File: src/rtl/imm_ext_pipe.sv
// imm_ext_pipe: immediate-field extender feeding a 2-entry output stage
// (main register + skid register) with a registered in_ready.
// Optional build macro IMM_EXT_BRANCH_EN enables branch mode (op 3) and
// out_ovf; without it, op 3 zero-extends and out_ovf stays 0.
module imm_ext_pipe #(
   parameter int IMM_W = 16,
   parameter int OUT_W = 32,
   parameter int TAG_W = 5
) (
   input  logic             clk,
   input  logic             rst_n,
   input  logic             in_valid,
   output logic             in_ready,
   input  logic [IMM_W-1:0] in_imm,
   input  logic [1:0]       in_op,
   input  logic [TAG_W-1:0] in_tag,
   output logic             out_valid,
   input  logic             out_ready,
   output logic [OUT_W-1:0] out_data,
   output logic [TAG_W-1:0] out_tag,
   output logic             out_ovf
);

   localparam int PAD_W = OUT_W - IMM_W;

   typedef struct packed {
      logic [OUT_W-1:0] data;
      logic [TAG_W-1:0] tag;
      logic             ovf;
   } beat_t;

   typedef enum logic [1:0] {EMPTY, ONE, FULL} state_t;

   state_t state_q, state_d;
   beat_t  main_q, main_d, skid_q, skid_d, new_b;
   logic   rdy_q;
   logic   acc, drn;

   logic [OUT_W-1:0] zext, sext, upper;

   assign zext  = {{PAD_W{1'b0}}, in_imm};
   assign sext  = {{PAD_W{in_imm[IMM_W-1]}}, in_imm};
   // IMM_W + PAD_W == OUT_W, so the immediate lands exactly in the top bits
   assign upper = {in_imm, {PAD_W{1'b0}}};

`ifdef IMM_EXT_BRANCH_EN
   logic [OUT_W-1:0] branch;
   logic             br_ovf;

   assign branch = {sext[OUT_W-3:0], 2'b00};
   // the two bits shifted out must both equal the new sign bit
   assign br_ovf = (sext[OUT_W-1] ^ sext[OUT_W-3]) | (sext[OUT_W-2] ^ sext[OUT_W-3]);
`endif

   // extend the incoming immediate according to the requested mode
   always_comb begin
      new_b      = '0;
      new_b.tag  = in_tag;
      new_b.data = zext;
      new_b.ovf  = 1'b0;
      case (in_op)
         2'd1: new_b.data = sext;
         2'd2: new_b.data = upper;
`ifdef IMM_EXT_BRANCH_EN
         2'd3: begin
            new_b.data = branch;
            new_b.ovf  = br_ovf;
         end
`endif
         default: new_b.data = zext;
      endcase
   end

   assign acc = in_valid & rdy_q;
   assign drn = (state_q != EMPTY) & out_ready;

   // next-state and storage updates; main is cleared whenever it empties so
   // the outputs read 0 while idle
   always_comb begin
      state_d = state_q;
      main_d  = main_q;
      skid_d  = skid_q;
      case (state_q)
         EMPTY: begin
            if (acc) begin
               main_d  = new_b;
               state_d = ONE;
            end
         end
         ONE: begin
            if (acc && drn) begin
               main_d = new_b;
            end else if (drn) begin
               main_d  = '0;
               state_d = EMPTY;
            end else if (acc) begin
               skid_d  = new_b;
               state_d = FULL;
            end
         end
         FULL: begin
            if (drn) begin
               main_d  = skid_q;
               skid_d  = '0;
               state_d = ONE;
            end
         end
         default: begin
            main_d  = '0;
            skid_d  = '0;
            state_d = EMPTY;
         end
      endcase
   end

   // state, storage and registered ready; ready only depends on next state
   always_ff @(posedge clk or negedge rst_n) begin
      if (!rst_n) begin
         state_q <= EMPTY;
         main_q  <= '0;
         skid_q  <= '0;
         rdy_q   <= 1'b0;
      end else begin
         state_q <= state_d;
         main_q  <= main_d;
         skid_q  <= skid_d;
         rdy_q   <= (state_d != FULL);
      end
   end

   assign in_ready  = rdy_q;
   assign out_valid = (state_q != EMPTY);
   assign out_data  = main_q.data;
   assign out_tag   = main_q.tag;
   assign out_ovf   = main_q.ovf;

endmodule
File: config.mk
export PLATFORM = sky130hd
export DESIGN_NAME = imm_ext_pipe
export DESIGN_NICKNAME = d
export VERILOG_FILES = /design/src/rtl/imm_ext_pipe.sv
export SDC_FILE = /design/constraint.sdc
export NUM_CORES = 1
export LEC_CHECK = 0
export CAP_MARGIN = 40
export CORE_MARGIN = 2
export CORE_UTILIZATION = 57
export CTS_CLUSTER_DIAMETER = 120
export DETAILED_ROUTE_END_ITERATION = 10
export DONT_BUFFER_PORTS = 1
export PLACE_DENSITY = 0.75
export REMOVE_ABC_BUFFERS = 1
export SKIP_LAST_GASP = 1
export SYNTH_ARGS = -nofsm -noshare
export SYNTH_HDL_FRONTEND = slang
export SYNTH_SLANG_ARGS = --single-unit
export TNS_END_PERCENT = 10
File: constraint.sdc
create_clock -name clk -period 1.5 [get_ports clk]
set_input_delay 0.375 -clock clk [delete_from_list [all_inputs] [get_ports clk]]
set_output_delay 0.375 -clock clk [all_outputs]
set_load 0.02 [all_outputs]
==> impl_metrics.py <==
metrics = {
    "timing": {
        "final_hold_viol_count": 77,
        "final.period_utilization": 1.09,
        "finalSetupViolCount": 14,
        "timing.hold.ws_ps": -296,
        "max_freq_ghz": 0.612,
        "rsz0062_at_grt": "yes",
        "setup_slack_ps": -135,
        "finalClockSkew_ps": 5.23,
        "period_needed_ps": 1630,
        "slew_viol_final": 0,
    },
    "clocking": {
        "clkTransAtPathRegs_ps": 80,
        "cts_tree": "done",
        "htreeDepth": 3,
        "cts.path.max_buffers": 2,
        "cts_root_buf": "clkbuf_8",
        "cts_buffers": 9,
        "cts.sinks": 77,
        "clkLatencyLatePin_ps": 350,
    },
    "floorplanning": {
        "initial_core_util": 0.579,
        "dieHeight_um": 83.6,
        "core-area_um2": 6240,
        "io_pins": 67,
        "placementRows": 29,
        "fp.dieW_um": 83.6,
        "dieArea_um2": 6990,
    },
    "critical_path": {
        "start_kind": "register",
        "worstSetupPathType": "register to output pin",
        "endpoint_kind": "output pin",
        "cpMaxStageDelayCell": "dfrtp_1",
        "arrival_ps": 1260,
        "cp.required_ps": 1120,
        "path_common_cell": "buf_6",
        "crit_path_max_incr_delay_ps": 420,
        "cp_max_fo": 3,
        "path_cells": "buf_6, buf_6, or2_4",
        "worst-r2r-cell-count": 7,
    },
    "grt": {
        "grt_usage": 0.254,
        "grt_pass1_vias": 2813,
        "use_met2": 0.393,
        "grt_pass1_wl_um": 14200,
        "globalRoute.busiestLayer": "met2",
        "globalRouteMet3Util": 0.0821,
        "grt.met1_usage": 0.347,
        "antenna_found_initial": 0,
        "grt_overflow": 0,
        "grt_max_degree": 78,
    },
    "layout": {
        "nets": 437,
        "final_area_um2": 4230,
        "num_antenna_cells": 0,
        "areaGrowthSynthToFinish_pct": 17.2,
        "drive_gt1_frac": 0.208,
        "instances_no_fill": 490,
    },
    "logic_synthesis": {
        "synth_area_um2": 3610,
        "async_reset_ff_frac": 1.00,
        "yosysSeqAreaShare": 0.533,
        "synth_area_leader_cell": "dfrtp_1",
        "yosysMostFrequentCell": "nand2_1",
        "ys_ff_latch": 77,
        "synth_top_area_frac": 0.533,
        "yosys-top-cells-area": "dfrtp_1, nand2_1, a22oi_1, o21ai_0, mux2_2",
        "synth_common_cells": "nand2_1, dfrtp_1, o21ai_0",
        "yosys_most_used_dff": "dfrtp_1",
        "synth-edff-count": 0,
        "synthDistinctLibCells": 32,
        "synthCells": 388,
        "yosysWarningCount": 0,
        "syn_area_per_cell_um2": 9.31,
    },
    "routing": {
        "avgViaCountPerCell": 5.97,
        "drt_iter0_drc": 259,
        "antenna_left": 0,
        "drt-total-wl_um": 8730,
        "vias": 2924,
        "wire_per_inst_um": 17.8,
        "drc": 0,
        "drt-pass1-iter-count": 4,
    },
    "place": {
        "hpwl_um": 5480,
        "placed_area_um2": 3850,
        "gp_congestion": 0.809,
        "dp.cells": 465,
        "io_buffers": 0,
    },
    "power": {
        "p_leak_nw": 1.93,
        "p_per_area_nw_per_um2": 1750,
        "irDropWorstVdd_v": 0.000960,
    },
    "hold_path": {
        "hold_class": "primary input to asynchronous set/reset pin",
    },
    "outcome": {
        "outcome": "finished, violations left",
        "violations": "hold timing, setup timing",
    },
    "job": {
        "maxCapViolCount": 0,
    },
}
-- layer usage --
layer,part of all wire,wire length (um)
met1,0.43,3770
met2,0.48,4170
met3,0.075,656
met4,0.015,135
met5,0,0
-- registers in the layout, summed over array words and instances, names as in the netlist --
signal    count
skid_q       37
out_data     32
out_tag       5
state_q       2
in_ready      1
-- path summary, 6_finish.rpt --
check | slack, ps | from | to
worst max register to register | -30 | state_q[1]$_DFF_PN0_ | out_data[25]$_DFFE_PN0P_
worst min-delay path | -300 | rst_n | out_data[7]$_DFFE_PN0P_
min in group clk | 90 | out_ready | state_q[1]$_DFF_PN0_
worst min register to register | 480 | skid_q[7]$_DFFE_PN0P_ | skid_q[7]$_DFFE_PN0P_
worst max-delay path | -130 | state_q[1]$_DFF_PN0_ | out_valid
max in group asynchronous | 1690 | rst_n | skid_q[37]$_DFFE_PN0P_
-- stage by stage --
stage	setup WS (ps)	TNS, ps	utilization	hold WS [ps]	power, mW
floorplan	-904	-59120	-	79.4	4.50
global placement	-324	-6720	0.616	81.4	5.35
detailed placement	-415	-8580	0.616	81.2	5.43
CTS	-140	-1870	0.662	-294	7.19
global route	-166	-3340	0.678	-309	7.79
finish	-135	-319	0.678	-296	7.40
-- timing repair --
| action | CTS | global route |
|---|---|---|
| pin swaps | 4 | 5 |
| gates resized for setup | 8 | 24 |
| gates cloned | 1 | 1 |
| endpoints found under the setup margin | 35 | 69 |
| endpoints found under the hold margin | 77 | 77 |
| buffers inserted | 6 | 1 |
-- where the power goes --
part           internal, mW  switching, mW  leakage, nW
Combinational          1.09           1.35        0.796
Clock                 0.810          0.758       0.0964
Sequential             2.65          0.741         1.04
Total                  4.55           2.84         1.93
-- cells in the final DEF (no fill, tap or decap), types with 3 or more instances in the layout --
| master | Yosys | routed |
|---|---|---|
| nand2_1 | 119 | 118 |
| dfrtp_1 | 77 | 76 |
| o21ai_0 | 39 | 33 |
| a22oi_1 | 35 | 33 |
| buf_4 | 5 | 22 |
| o21ai_1 | 22 | 21 |
| a21oi_1 | 19 | 18 |
| mux2_2 | 10 | 10 |
| clkbuf_8 | 0 | 10 |
| o21ai_2 | 2 | 9 |
| buf_12 | 0 | 7 |
| buf_6 | 3 | 7 |
| inv_1 | 5 | 5 |
| nor2_1 | 4 | 4 |
| nand2b_1 | 3 | 3 |
-- cells by family after synthesis --
kind of cell             count (synthesis)  share of synthesized area
adder cells (fa/ha/maj)                  2                    0.00693
multiplexers                            12                     0.0367
other                                    1                    0.00104
buffers and inverters                   34                     0.0509
AO/OA/AOI/OAI                          125                      0.215
AND/OR/NAND/NOR                        137                      0.156
flip-flops                              77                      0.533
-- final cells by class --
cell class                      count  area (um^2)
Clock inverter                      4         47.5
Sequential cell                    77         1930
Fill cell                         484         2010
Multi-Input combinational cell    277         1560
Inverter                            5         18.8
Timing Repair Buffer               38          437
Clock buffer                       12          145
Tap cell                           77         96.3
-- critical path: cells and delay by family, from the launching register on --
family,cells,cell delay (ps)
buf+inv,2,230
flops,1,420
simple gates,1,250
Power figures use the tool's default switching activity.
